### config.mk
export PLATFORM = sky130hd
export DESIGN_NAME = dds_sweep_sequencer_flat
export DESIGN_NICKNAME = d
export VERILOG_FILES = /design/src/rtl/dds_sweep_pkg.sv /design/src/rtl/dds_sweep_sequencer_if.sv /design/src/rtl/sweep_dwell_timer.sv /design/src/rtl/dds_sweep_sequencer.sv /design/src/flat_wrapper.sv
export SDC_FILE = /design/constraint.sdc
export NUM_CORES = 1
export LEC_CHECK = 0
export CAP_MARGIN = 20
export CELL_PAD_IN_SITES_DETAIL_PLACEMENT = 2
export CELL_PAD_IN_SITES_GLOBAL_PLACEMENT = 2
export CORE_MARGIN = 10
export CORE_UTILIZATION = 35
export CTS_BUF_LIST = sky130_fd_sc_hd__clkbuf_16
export DETAILED_ROUTE_END_ITERATION = 6
export PLACE_DENSITY_LB_ADDON = 0.2
export SLEW_MARGIN = 30
export SYNTH_ARGS = -nofsm -noshare
export SYNTH_HDL_FRONTEND = slang
export SYNTH_SLANG_ARGS = --single-unit
export TNS_END_PERCENT = 1
### constraint.sdc
create_clock -name sys_clk -period 4.7 [get_ports sys_clk]
set_input_delay 0.94 -clock sys_clk [delete_from_list [all_inputs] [get_ports sys_clk]]
set_output_delay 0.94 -clock sys_clk [all_outputs]
set_load 0.1 [all_outputs]
### src/rtl/dds_sweep_pkg.sv
// Shared types and constants for the DDS sweep sequencer: FSM states, sweep modes
// and configuration register addresses.
package dds_sweep_pkg;

  typedef enum logic [2:0] {
    S_IDLE,
    S_LOAD,
    S_DWELL,
    S_STEP,
    S_DONE
  } sweep_state_t;

  localparam logic [1:0] SWEEP_SINGLE   = 2'b00;
  localparam logic [1:0] SWEEP_REPEAT   = 2'b01;
  localparam logic [1:0] SWEEP_PINGPONG = 2'b10;

  localparam int unsigned SWEEP_REG_START = 0;
  localparam int unsigned SWEEP_REG_STOP  = 1;
  localparam int unsigned SWEEP_REG_STEP  = 2;
  localparam int unsigned SWEEP_REG_DWELL = 3;
  localparam int unsigned SWEEP_REG_CTRL  = 4;

endpackage

### src/rtl/dds_sweep_sequencer_if.sv
// Config/strobe inputs and tuning outputs of the DDS sweep sequencer.
// master drives config and tick; slave is the sequencer.
interface dds_sweep_sequencer_if #(
  parameter int TUNE_W = 16,
  parameter int ADDR_W = 3
);
  logic              tick;
  logic              cfg_wr;
  logic [ADDR_W-1:0] cfg_addr;
  logic [TUNE_W-1:0] cfg_data;
  logic [TUNE_W-1:0] tune_out;
  logic              tune_valid;
  logic              busy;
  logic              done;

  modport master (
    output tick, cfg_wr, cfg_addr, cfg_data,
    input  tune_out, tune_valid, busy, done
  );

  modport slave (
    input  tick, cfg_wr, cfg_addr, cfg_data,
    output tune_out, tune_valid, busy, done
  );
endinterface

### src/rtl/sweep_dwell_timer.sv
// Loadable dwell down-counter; expire flags the tick that consumes the last dwell count.
module sweep_dwell_timer #(
  parameter int W = 16
) (
  input  logic         clk,
  input  logic         rst,
  input  logic         load,
  input  logic [W-1:0] load_val,
  input  logic         tick_en,
  output logic         expire
);
  logic [W-1:0] cnt_q, cnt_d;

  assign expire = tick_en && (cnt_q == W'(1));

  always_comb begin
    cnt_d = cnt_q;
    if (load)         cnt_d = load_val;
    else if (tick_en) cnt_d = cnt_q - W'(1);
  end

  always_ff @(posedge clk) begin
    if (rst) cnt_q <= '0;
    else     cnt_q <= cnt_d;
  end
endmodule

### src/rtl/dds_sweep_sequencer.sv
// DDS sweep scheduler: steps the tuning word START->STOP by STEP, holding each for DWELL ticks.
// Define DDS_SWEEP_PINGPONG_EN to build ping-pong mode; otherwise mode 10 runs as single.
module dds_sweep_sequencer
  import dds_sweep_pkg::*;
#(
  parameter int TUNE_W  = 16,
  parameter int DWELL_W = 16,
  parameter int ADDR_W  = 3
) (
  input logic                  sys_clk,
  input logic                  rst,
  dds_sweep_sequencer_if.slave bus
);
  sweep_state_t      state_q, state_d;
  logic [TUNE_W-1:0] reg_start_q, reg_start_d, reg_stop_q, reg_stop_d, reg_step_q, reg_step_d;
  logic [DWELL_W-1:0] reg_dwell_q, reg_dwell_d;
  logic [1:0]        reg_mode_q, reg_mode_d;
  logic [TUNE_W-1:0] tune_q, tune_d;
  logic              tune_valid_q, tune_valid_d, busy_q, busy_d, done_q, done_d;
  logic [TUNE_W-1:0] tgt_q, tgt_d, step_q, step_d;
  logic [DWELL_W-1:0] dwell_q, dwell_d, dwell_eff;
  logic              dir_q, dir_d;
`ifdef DDS_SWEEP_PINGPONG_EN
  logic [TUNE_W-1:0] org_q, org_d;
`endif
  logic              ctrl_wr, tmr_load, tmr_en, tmr_expire;
  logic [DWELL_W-1:0] tmr_val;
  logic [1:0]        mode;
  logic [TUNE_W:0]   step_res;

  function automatic logic [1:0] decode_mode(input logic [1:0] m);
`ifdef DDS_SWEEP_PINGPONG_EN
    if (m == SWEEP_REPEAT || m == SWEEP_PINGPONG) return m;
    return SWEEP_SINGLE;
`else
    return (m == SWEEP_REPEAT) ? SWEEP_REPEAT : SWEEP_SINGLE;
`endif
  endfunction

  // Returns {endpoint_hit, next_word}; the extra bit keeps overshoot from wrapping.
  function automatic logic [TUNE_W:0] step_clamp(input logic [TUNE_W-1:0] cur,
                                                 input logic [TUNE_W-1:0] stp,
                                                 input logic [TUNE_W-1:0] tgt,
                                                 input logic              up);
    logic [TUNE_W:0] nxt;
    logic            hit;
    if (up) begin
      nxt = {1'b0, cur} + {1'b0, stp};
      hit = (nxt >= {1'b0, tgt});
    end else begin
      nxt = {1'b0, cur} - {1'b0, stp};
      hit = nxt[TUNE_W] || (nxt <= {1'b0, tgt});
    end
    return hit ? {1'b1, tgt} : {1'b0, nxt[TUNE_W-1:0]};
  endfunction

  assign ctrl_wr   = bus.cfg_wr && (bus.cfg_addr == ADDR_W'(SWEEP_REG_CTRL));
  assign mode      = decode_mode(reg_mode_q);
  assign step_res  = step_clamp(tune_q, step_q, tgt_q, dir_q);
  assign dwell_eff = (reg_dwell_q == '0) ? DWELL_W'(1) : reg_dwell_q;
  // A CTRL write in the same cycle swallows the tick.
  assign tmr_en    = (state_q == S_DWELL) && bus.tick && !ctrl_wr;

  sweep_dwell_timer #(.W(DWELL_W)) u_dwell_timer (
    .clk      (sys_clk),
    .rst      (rst),
    .load     (tmr_load),
    .load_val (tmr_val),
    .tick_en  (tmr_en),
    .expire   (tmr_expire)
  );

  always_comb begin
    state_d = state_q;
    reg_start_d = reg_start_q; reg_stop_d = reg_stop_q; reg_step_d = reg_step_q;
    reg_dwell_d = reg_dwell_q; reg_mode_d = reg_mode_q;
    tune_d = tune_q; tune_valid_d = 1'b0;
    tgt_d = tgt_q; step_d = step_q; dwell_d = dwell_q; dir_d = dir_q;
`ifdef DDS_SWEEP_PINGPONG_EN
    org_d = org_q;
`endif
    tmr_load = 1'b0;
    tmr_val  = dwell_q;

    if (bus.cfg_wr) begin
      case (bus.cfg_addr)
        ADDR_W'(SWEEP_REG_START): reg_start_d = bus.cfg_data;
        ADDR_W'(SWEEP_REG_STOP):  reg_stop_d  = bus.cfg_data;
        ADDR_W'(SWEEP_REG_STEP):  reg_step_d  = bus.cfg_data;
        ADDR_W'(SWEEP_REG_DWELL): reg_dwell_d = DWELL_W'(bus.cfg_data);
        ADDR_W'(SWEEP_REG_CTRL):  reg_mode_d  = bus.cfg_data[2:1];
        default: ;
      endcase
    end

    if (ctrl_wr) begin
      state_d = bus.cfg_data[0] ? S_LOAD : S_IDLE;
    end else begin
      case (state_q)
        S_LOAD: begin
          tune_d       = reg_start_q;
          tune_valid_d = 1'b1;
          dir_d        = (reg_stop_q >= reg_start_q);
          tgt_d        = reg_stop_q;
          step_d       = reg_step_q;
          dwell_d      = dwell_eff;
`ifdef DDS_SWEEP_PINGPONG_EN
          org_d        = reg_start_q;
`endif
          tmr_load     = 1'b1;
          tmr_val      = dwell_eff;
          state_d      = (reg_step_q == '0 || reg_start_q == reg_stop_q) ? S_DONE : S_DWELL;
        end
        S_DWELL: if (tmr_expire) state_d = S_STEP;
        S_STEP: begin
          tune_d       = step_res[TUNE_W-1:0];
          tune_valid_d = 1'b1;
          tmr_load     = 1'b1;
          state_d      = S_DWELL;
          if (step_res[TUNE_W]) begin
            if (mode == SWEEP_REPEAT) state_d = S_LOAD;
`ifdef DDS_SWEEP_PINGPONG_EN
            else if (mode == SWEEP_PINGPONG) begin
              dir_d = ~dir_q;
              org_d = tgt_q;
              tgt_d = org_q;
            end
`endif
            else state_d = S_DONE;
          end
        end
        S_DONE:  state_d = S_IDLE;
        default: ;
      endcase
    end

    busy_d = (state_d == S_LOAD) || (state_d == S_DWELL) || (state_d == S_STEP);
    done_d = (state_d == S_DONE);
  end

  always_ff @(posedge sys_clk) begin
    if (rst) begin
      state_q      <= S_IDLE;
      reg_start_q  <= '0;
      reg_stop_q   <= '0;
      reg_step_q   <= '0;
      reg_dwell_q  <= '0;
      reg_mode_q   <= '0;
      tune_q       <= '0;
      tune_valid_q <= 1'b0;
      busy_q       <= 1'b0;
      done_q       <= 1'b0;
    end else begin
      state_q      <= state_d;
      reg_start_q  <= reg_start_d;
      reg_stop_q   <= reg_stop_d;
      reg_step_q   <= reg_step_d;
      reg_dwell_q  <= reg_dwell_d;
      reg_mode_q   <= reg_mode_d;
      tune_q       <= tune_d;
      tune_valid_q <= tune_valid_d;
      busy_q       <= busy_d;
      done_q       <= done_d;
    end
  end

  // Working copies only matter once LOAD has filled them.
  always_ff @(posedge sys_clk) begin
    tgt_q   <= tgt_d;
    step_q  <= step_d;
    dwell_q <= dwell_d;
    dir_q   <= dir_d;
`ifdef DDS_SWEEP_PINGPONG_EN
    org_q   <= org_d;
`endif
  end

  assign bus.tune_out   = tune_q;
  assign bus.tune_valid = tune_valid_q;
  assign bus.busy       = busy_q;
  assign bus.done       = done_q;
endmodule

### src/flat_wrapper.sv
// flat-port wrapper written by rule: the top's interface ports become plain ports
module dds_sweep_sequencer_flat import dds_sweep_pkg::*;
#(
  parameter int TUNE_W  = 16,
  parameter int DWELL_W = 16,
  parameter int ADDR_W  = 3
)
  (sys_clk, rst, bus_tick, bus_cfg_wr, bus_cfg_addr, bus_cfg_data, bus_tune_out, bus_tune_valid, bus_busy, bus_done);
  dds_sweep_sequencer_if #(.TUNE_W(TUNE_W), .ADDR_W(ADDR_W)) bus_i ();
  input logic sys_clk;
  input logic rst;
  input wire logic [$bits(bus_i.tick)-1:0] bus_tick;
  input wire logic [$bits(bus_i.cfg_wr)-1:0] bus_cfg_wr;
  input wire logic [$bits(bus_i.cfg_addr)-1:0] bus_cfg_addr;
  input wire logic [$bits(bus_i.cfg_data)-1:0] bus_cfg_data;
  output wire logic [$bits(bus_i.tune_out)-1:0] bus_tune_out;
  output wire logic [$bits(bus_i.tune_valid)-1:0] bus_tune_valid;
  output wire logic [$bits(bus_i.busy)-1:0] bus_busy;
  output wire logic [$bits(bus_i.done)-1:0] bus_done;
  assign bus_i.tick = bus_tick;
  assign bus_i.cfg_wr = bus_cfg_wr;
  assign bus_i.cfg_addr = bus_cfg_addr;
  assign bus_i.cfg_data = bus_cfg_data;
  assign bus_tune_out = bus_i.tune_out;
  assign bus_tune_valid = bus_i.tune_valid;
  assign bus_busy = bus_i.busy;
  assign bus_done = bus_i.done;
  dds_sweep_sequencer #(.TUNE_W(TUNE_W), .DWELL_W(DWELL_W), .ADDR_W(ADDR_W)) u_core (.sys_clk(sys_clk), .rst(rst), .bus(bus_i));
endmodule
==> out/metrics.yaml, run 1 <==
antenna_left: 0
period_share: 0.9504
initial_utilization: 0.3574
cp.arrival_ns: 4.83
yosys_warnings: 0
syn_nets: 1193
clk_latency_ns: 0.44
hold_path_class: "register to register"
status: "complete, no violations"
multi_input_comb_area_mm2: 0.005206
fin_hold_ws_ns: 0.4597
power_density_mw_per_mm2: 276.9
portBuffers: 41
synthCells: 1086
syn_area_mm2: 0.009051
ys.flop_type: "dfxtp_1"
crit_fanout: 10
grt_max_degree: 65
routed-via-count: 8057
yosysMostFrequentCell: "nand2_1"
die_area_mm2: 0.03269
drive_gt1_frac: 0.09850
fmax_mhz: 223.9
die_w_um: 180.8
fillCellCount: 2864
regArea_mm2: 0.003397
cts_tree: "done"
cts_root_buf: "clkbuf_16"
syn2layout_area_growth_pct: 16.02
drtPass1Iterations: 4
tightestPinTransition_ns: 1.011
diodes: 0
dp_cells: 1431
overflow: 0
wl_um: 32360
ys_ff_latch: 153
io_pins: 42
grtUsageTotal: 0.1948
antenna_found_initial: 0
synth_top_cell_area_share: 0.2654
viasPerCell: 5.492
fin_cells: 1467
slew_headroom: 0.3237
hpwlAfterDp_um: 24540
num_rows: 58
synth_sequential_area_ratio: 0.3749
ys_top_cells_by_count: "nand2_1 (185), a21oi_1 (123), dfxtp_1 (120)"
num-nets-final: 1231
gp_congestion: 0.8922
postCtsHoldBufs: 0
wl_per_cell_um: 22.06
ys_async_sr_fraction: 0
peakVddDrop_v: 0.0002359
numCtsBuffers: 17
worst-endpoint-required_ns: 5.06
finalCriticalPeriod_ns: 4.467
yosys.area.top_type: "dfxtp_1"
clock-sinks: 153
drc: 0
fin_util: 0.4146
setup_viol: 0
clk_path_buf_depth: 2
hold_viol: 0
criticalPathCategory: "register to register"
core_mm2: 0.02533
grt_first_pass_wirelength_um: 50850
p_leak_uw: 0.004213
drt_iter0_markers: 420
h-tree-depth: 4
slew_viol_final: 0
first_global_vias: 8737
die_h_um: 180.8
synth_area_leaders: "dfxtp_1 (27%), ha_1 (11%), edfxtp_1 (11%), nand2_1 (7.7%), a21oi_1 (6.8%)"
worst_slack_ns: 0.2331
endpoint_kind: "register"
drv_cap: 0
netlist-cell-type-count: 73
clk_pin_slew_worst_paths_ns: 0.07
post-place-ws_ns: -0.01012
synth-edff-count: 33
fin_worst_skew_ns: 0.01543
synth_area_per_cell_um2: 8.334
start_kind: "register"
worst paths after layout:
kind	from	endpoint	slack, ns	depth (start not counted)
hold reg to reg	u_core.reg_mode_q[1]	u_core.reg_mode_q[1]	0.46	2
hold / removal	u_core.reg_mode_q[1]	u_core.reg_mode_q[1]	0.46	2
setup reg to reg	u_core.step_q[0]	u_core.bus.tune_out[3]	0.23	20
setup / recovery	u_core.step_q[0]	u_core.bus.tune_out[3]	0.23	20
routing by layer:
layer | vias to the layer above | routed length, um | GRT usage
met5 | - | 0 | 0
met4 | 0 | 652 | 0.05282
met3 | 32 | 742 | 0.02537
met2 | 89 | 15780 | 0.3368
met1 | 4065 | 15190 | 0.2480
li1 | 3871 | - | -
cell type report:
class | instances | share of cell area
clock buffer | 17 | 0.04051
sequential | 153 | 0.3235
timing repair buffer | 75 | 0.06410
clock inverter | 15 | 0.01251
inverter | 68 | 0.02431
tap | 330 | 0.03932
multi-input combinational | 809 | 0.4958
kinds of logic after synthesis:
logic type      Yosys count  synth area share
mux                      34           0.04050
simple gates            393            0.1963
xor+xnor                 34           0.03290
compound gates          264            0.1804
buf+inv                 124           0.05723
flops                   153            0.3749
fa+ha+maj                84            0.1178
what timing repair did:
item | in CTS | in global routing
endpoints found under the setup margin | 5 | 21
pin swaps | 0 | 8
gates cloned | 0 | 0
buffers inserted | 0 | 4
resized for setup | 2 | 12
endpoints found under the hold margin | 0 | 0
through the flow:
stage	cell area [um^2]	power (uW)	setup TNS, ns
6_report	10500	2908	0
4_1_cts	10420	2929	0
5_1_grt	10500	3011	-0.1533
3_5_place_dp	9853	1615	-0.02011
2_1_floorplan	9055	1525	0
3_3_place_gp	9853	1608	0
power breakdown:
part	leakage [uW]	internal, uW	switching (uW)
combinational	0.00271	79.9	132
sequential	0.00122	1360	18.4
clock	0.000278	697	621
total	0.00421	2140	771
flip-flops by register name (all words and copies together), names as in the netlist, 2 cells and up:
name	cells
u_core.bus.tune_out	16
u_core.step_q	16
u_core.reg_mode_q	2
u_core.reg_dwell_q	16
u_core.tgt_q	16
u_core.reg_stop_q	16
u_core.reg_start_q	16
u_core.u_dwell_timer.cnt_q	16
u_core.reg_step_q	16
u_core.state_q	3
u_core.dwell_q	16
worst max-delay path: stages, from the launching register on:
cell and delay [ns]:
edfxtp_1 0.37, ha_1 0.17, inv_1 0.06, fa_2 0.36, or2_1 0.28, a221oi_2 0.29
o21a_1 0.23, nor2_1 0.09, o31ai_2 0.29, buf_4 0.17, xnor2_1 0.07, ha_1 0.33
buf_4 0.11, nand4_1 0.17, nor3_2 0.24, o31a_1 0.16, o31a_1 0.17, o21a_4 0.19
buf_12 0.15, mux2_2 0.34, o21ai_0 0.15
layout by cell type, fill, tap and decap left out, types with 11 or more instances in the layout:
cell             Yosys  final
a21o_1              11     11
a21oi_1            123    121
buf_4                2     33
clkbuf_16            0     17
clkdlybuf4s50_1      0     40
dfxtp_1            120    117
edfxtp_1            33     33
ha_1                82     82
inv_1               68     68
mux2_2              21     21
mux2i_1             13     13
nand2_1            185    185
nand3_1             17     17
nor2_1              78     78
nor2b_1             13     13
nor3_1              27     25
nor4_1              14     13
o21ai_0             44     42
xnor2_1             21     21
xor2_1              13     13
No activity file was read; power rests on OpenSTA's default activity.
==> inputs of run 2 (changes only) <==
- CTS_BUF_LIST: sky130_fd_sc_hd__clkbuf_16 -> not set
- SETUP_SLACK_MARGIN: not set -> 0.3
==> out/metrics.yaml, run 2 (same netlist as run 1, synthesis figures left out) <==
cts_root_buf: "clkbuf_16"
antenna_found_initial: 0
startpoint: "u_core.step_q[0]"
hpwlAfterDp_um: 24490
dp_cells: 1423
rr_endpoint: "u_core.bus.tune_out[12]"
worst-endpoint-required_ns: 5.06
clk_latency_ns: 0.43
die_w_um: 180.8
viasPerCell: 5.455
diodes: 0
clk_path_buf_depth: 2
drt_iter0_markers: 460
h-tree-depth: 4
reg2reg_from: "u_core.step_q[0]"
hold_viol: 0
pwr-share-comb: 0.072
status: "complete, no violations"
finalPower_uw: 3007
crit_fanout: 5
num_rows: 58
final_cell_mix: "nand2_1 (185), a21oi_1 (118), dfxtp_1 (111), ha_1 (78), nor2_1 (77)"
numCtsBuffers: 17
num-nets-final: 1242
cp.arrival_ns: 4.78
grt_first_pass_wirelength_um: 50260
hold_path_class: "register to register"
internal_power_uw: 2263
pwr-share-seq: 0.458
drc: 0
grtUsageTotal: 0.1914
layout_commonest_cell: "nand2_1"
grt_max_degree: 60
cts_tree: "done"
min_to: "u_core.reg_start_q[13]"
slew_headroom: 0.3100
first_global_vias: 8767
io_pins: 42
rsz0062_at_grt: "true"
p_clk_frac: 0.469
clock-sinks: 153
core_mm2: 0.02533
portBuffers: 41
final_area_mm2: 0.01071
die_h_um: 180.8
wl_um: 32480
endpoint_kind: "register"
antenna_left: 0
finalCriticalPeriod_ns: 4.423
wl_per_cell_um: 21.98
tightestPinTransition_ns: 1.032
syn2layout_area_growth_pct: 18.28
period_share: 0.9411
overflow: 0
die_area_mm2: 0.03269
initial_utilization: 0.3574
fin_worst_skew_ns: 0.01270
sw_frac_of_total: 0.2475
fmax_mhz: 226.1
drive_gt1_frac: 0.1246
postCtsHoldBufs: 0
start_kind: "register"
switchingPower_uw: 744.2
fin_hold_ws_ns: 0.4639
drv_cap: 0
gp_congestion: 0.8674
peakVddDrop_v: 0.0002400
p_leak_uw: 0.004274
power_density_mw_per_mm2: 280.9
r2r_cells: 22
dpl_cell_area_mm2: 0.009798
clk_pin_slew_worst_paths_ns: 0.06
tns_ns: 0
fin_cells: 1478
criticalPathCategory: "register to register"
slew_viol_final: 0
hold_depth: 2
routed-via-count: 8062
drtPass1Iterations: 4
hp-start: "u_core.reg_start_q[13]"
ff2ff_setup_slack_ns: 0.28
fillCellCount: 2836
setup_viol: 0
## run 2: cell count changes in the layout (fill, tap and decap cells not counted), sizes merged
cell	delta
inv	-6
clkinvlp	+2
clkbuf	+2
buf	+11
bufinv	+2
## run 2: power groups by stage
stage / Clock, uW / Combinational (uW) / Sequential, uW
after floorplan: 0 / 121 / 1400
after global placement: 0 / 199 / 1410
after detailed placement: 0 / 206 / 1410
after CTS: 1430 / 209 / 1380
after global routing: 1480 / 241 / 1380
final: 1410 / 218 / 1380
## run 2: stage by stage
step	util	setup WS, ns
2_1_floorplan	-	0.3224
3_5_place_dp	0.3869	-0.001666
3_3_place_gp	0.3867	0.2664
6_report	0.4227	0.2769
4_1_cts	0.4132	0.2990
5_1_grt	0.4227	0.09526
## run 2: layer usage
layer / vias to the layer above / global-route usage / wire [um]
li1: 3908 / - / -
met1: 4036 / 0.2448 / 15240
met2: 91 / 0.3349 / 16210
met3: 27 / 0.02278 / 670
met4: 0 / 0.04331 / 368
met5: - / 0 / 0
## run 2: cell type report
class,instances,area [um^2],area share
Clock inverter,13,140.1,0.01309
Timing Repair Buffer,86,745.7,0.06966
Tap cell,330,412.9,0.03857
Sequential cell,153,3410,0.3185
Inverter,68,257.7,0.02408
Multi-Input combinational cell,809,5285,0.4937
Clock buffer,19,454.2,0.04243
## run 2: worst max path at each step
stage | to | slack, ns
5_1_grt | u_core.bus.tune_out[12] | 0.1
2_1_floorplan | u_core.bus.tune_out[11] | 0.32
6_report | u_core.bus.tune_out[12] | 0.28
4_1_cts | u_core.bus.tune_out[14] | 0.30
3_5_place_dp | u_core.bus.tune_out[14] | -0.002
3_3_place_gp | u_core.bus.tune_out[14] | 0.27
## run 2: critical path: stages (launching register included)
cell and delay, ns:
edfxtp_1 0.40, ha_2 0.20, inv_1 0.06, fa_2 0.37
or2_4 0.27, a221oi_4 0.26, o21a_1 0.22, nor2_2 0.07
o31ai_4 0.21, a21oi_2 0.10, o21bai_1 0.21, xnor2_1 0.12
ha_1 0.33, nand4_1 0.11, nor3_1 0.07, o31a_1 0.10
o31a_1 0.31, o21a_2 0.24, buf_6 0.14, buf_4 0.13
buf_4 0.13, a22o_1 0.20, a21oi_1 0.10
## run 2: what timing repair did
action                                  CTS  global route
pin swaps                                 7            24
cloned                                    0             2
setup buffers                             3            18
endpoints found under the setup margin   18            20
gates resized for setup                  12            24
==> inputs of run 3 (changes only) <==
- ABC_AREA: not set -> 1
==> out/metrics.yaml, run 3 <==
status: "complete, no violations"
synth_compound_area_frac: 0.1765
hpwlAfterDp_um: 23820
grtUsageMet2: 0.3369
overflow: 0
ys_ff_latch: 153
fin_worst_skew_ns: 0.009563
fillCellCount: 2888
crit_slowest_cell: "fa_1"
tightestPinTransition_ns: 1.008
ys.flop_type: "dfxtp_1"
power_density_mw_per_mm2: 534.2
p_leak_uw: 0.004559
tns_ns: 0
drtPass1Iterations: 4
netlist-cell-type-count: 54
grtUsageMet3: 0.02269
yosysMostFrequentCell: "nand2_1"
fmax_mhz: 244.2
portBuffers: 41
sw_frac_of_total: 0.4213
peakVddDrop_v: 0.0002553
crit_path_frequent_cell: "nand2_1"
start_kind: "register"
synthCells: 1171
synthXorXnorAreaFrac: 0.02841
multi_input_comb_area_mm2: 0.004780
criticalPathCategory: "register to register"
initial_utilization: 0.3551
wl_per_cell_um: 20.52
crit_buf_inv: 3
grtUsageTotal: 0.1925
num_rows: 58
slew_headroom: 0.3258
numCtsBuffers: 17
switchingPower_uw: 2322
internal_power_uw: 3189
synth-edff-count: 33
finalCriticalPeriod_ns: 4.094
pwr-share-seq: 0.309
postCtsHoldBufs: 0
yosys.area.top_type: "dfxtp_1"
endpoint_kind: "register"
path_cells: "inv_1 -> ha_1 -> inv_1 -> fa_1 -> nand3_1 -> nand2_1 -> a21oi_4 -> o21ai_2 -> a21boi_2 -> buf_4 -> xor2_1 -> ha_1 -> a21oi_1 -> o21ba_2 -> nand3_1 -> nand2_1 -> nand2_1 -> nand2_1 -> nand2_1 -> nand3_4 -> nand2_8 -> or2_0 -> nand2_1 -> a21oi_2"
drive_gt1_frac: 0.07084
grt.busiest_layer: "met2"
synth_mux_area_frac: 0
hold_viol: 0
clock-sinks: 153
cp.arrival_ns: 4.40
regArea_mm2: 0.003395
ys_top_cells_by_count: "nand2_1 (230), inv_1 (149), dfxtp_1 (120)"
rsz0062_at_grt: "false"
synth_area_per_cell_um2: 7.635
syn_nets: 1278
antenna_left: 0
period_share: 0.8712
gp_congestion: 0.8357
clk_latency_ns: 0.44
io_pins: 42
hold_path_class: "register to register"
layout_commonest_cell: "nand2_1"
wl_um: 31680
setup_viol: 0
synth-simple-area-share: 0.2068
clk_pin_slew_worst_paths_ns: 0.06
pwr-share-comb: 0.423
h-tree-depth: 4
cts_tree: "done"
syn_area_mm2: 0.008941
synth_area_leaders: "dfxtp_1 (27%), ha_1 (11%), edfxtp_1 (11%), nand2_1 (9.7%), inv_1 (6.3%)"
worst-endpoint-required_ns: 5.01
synth_top_cell_area_share: 0.2687
diodes: 0
grt_use_met1: 0.2377
p_clk_frac: 0.268
antenna_found_initial: 0
synth_top_family_by_area: "simple AND/OR/NAND/NOR gates"
die_area_mm2: 0.03234
final_area_mm2: 0.01032
drt_iter0_markers: 342
ys_async_sr_fraction: 0
routed-via-count: 8064
cp_top_family: "simple AND/OR/NAND/NOR gates"
die_h_um: 179.8
core_mm2: 0.02518
synthAdderAreaFrac: 0.1192
first_global_vias: 8951
cpPeakStageDelay_ns: 0.42
grt_first_pass_wirelength_um: 50140
drv_cap: 0
drc: 0
clk_path_buf_depth: 2
grt_max_degree: 36
syn2layout_area_growth_pct: 15.39
crit_fanout: 14
slew_viol_final: 0
final_cell_mix: "nand2_1 (230), inv_1 (147), dfxtp_1 (119), o21ai_0 (106)"
viasPerCell: 5.223
num-nets-final: 1308
yosys_warnings: 0
dpl_cell_area_mm2: 0.009637
synth_sequential_area_ratio: 0.3795
die_w_um: 179.8
cts_root_buf: "clkbuf_16"
run 3: cell families (layout without fill, tap and decap cells):
group / Yosys count / after routing
flops: 153 / 153
buf+inv: 201 / 243
compound gates: 276 / 276
fa+ha+maj: 84 / 84
xor+xnor: 29 / 29
simple gates: 428 / 429
run 3: metrics by stage:
| step | power, uW | hold slack (ns) | instances | setup slack, ns | util |
|---|---|---|---|---|---|
| 2_1_floorplan | 3355 | 0.4082 | 1171 | 0.6732 | - |
| 3_3_place_gp | 3944 | 0.4178 | 1508 | 0.6547 | 0.3827 |
| 3_5_place_dp | 4027 | 0.4338 | 1508 | 0.4674 | 0.3827 |
| 4_1_cts | 5538 | 0.4487 | 1540 | 0.4083 | 0.4077 |
| 5_1_grt | 5929 | 0.4737 | 1544 | 0.2948 | 0.4097 |
| 6_report | 5512 | 0.4500 | 1544 | 0.6056 | 0.4097 |
run 3: final cells by class:
class                      count  area share
multi-input combinational    818      0.4633
clock inverter                12     0.01674
timing repair buffer          55     0.04996
clock buffer                  20     0.04426
inverter                     156     0.05675
sequential                   153      0.3290
tap                          330     0.04002
run 3: worst register-to-register path: stages, from the launching register on:
cell,delay [ns]
dfxtp_2,0.35
inv_1,0.08
ha_1,0.14
inv_1,0.06
fa_1,0.42
nand3_1,0.09
nand2_1,0.16
a21oi_4,0.25
o21ai_2,0.12
a21boi_2,0.22
buf_4,0.15
xor2_1,0.29
ha_1,0.31
a21oi_1,0.14
o21ba_2,0.13
nand3_1,0.07
nand2_1,0.08
nand2_1,0.07
nand2_1,0.08
nand2_1,0.08
nand3_4,0.13
nand2_8,0.12
or2_0,0.24
nand2_1,0.11
a21oi_2,0.06
run 3: final timing paths:
check | start | to | slack, ns | cells after the start
min | u_core.reg_stop_q[0] | u_core.tgt_q[0] | 0.45 | 0
min reg2reg | u_core.reg_stop_q[0] | u_core.tgt_q[0] | 0.45 | 0
max reg2reg | u_core.bus.tune_out[0] | u_core.bus.tune_out[0] | 0.61 | 24
max | u_core.bus.tune_out[0] | u_core.bus.tune_out[0] | 0.61 | 24
run 3: power by group through the flow:
stage / Combinational [uW] / Clock, uW / Sequential [uW]
2_1_floorplan: 1490 / 0 / 1860
4_1_cts: 2330 / 1500 / 1700
6_report: 2330 / 1480 / 1700
3_5_place_dp: 2300 / 0 / 1730
5_1_grt: 2640 / 1560 / 1730
3_3_place_gp: 2230 / 0 / 1720
run 3: repair_timing:
item / 4_1_cts / 5_1_grt
buffers inserted: 0 / 3
resized for setup: 0 / 4
setup endpoints to repair: 0 / 18
run 3: routing by layer:
metal,up-vias,share of wire
met4,0,0.025
met1,3979,0.46
met2,106,0.49
met5,-,0
li1,3937,-
met3,42,0.021
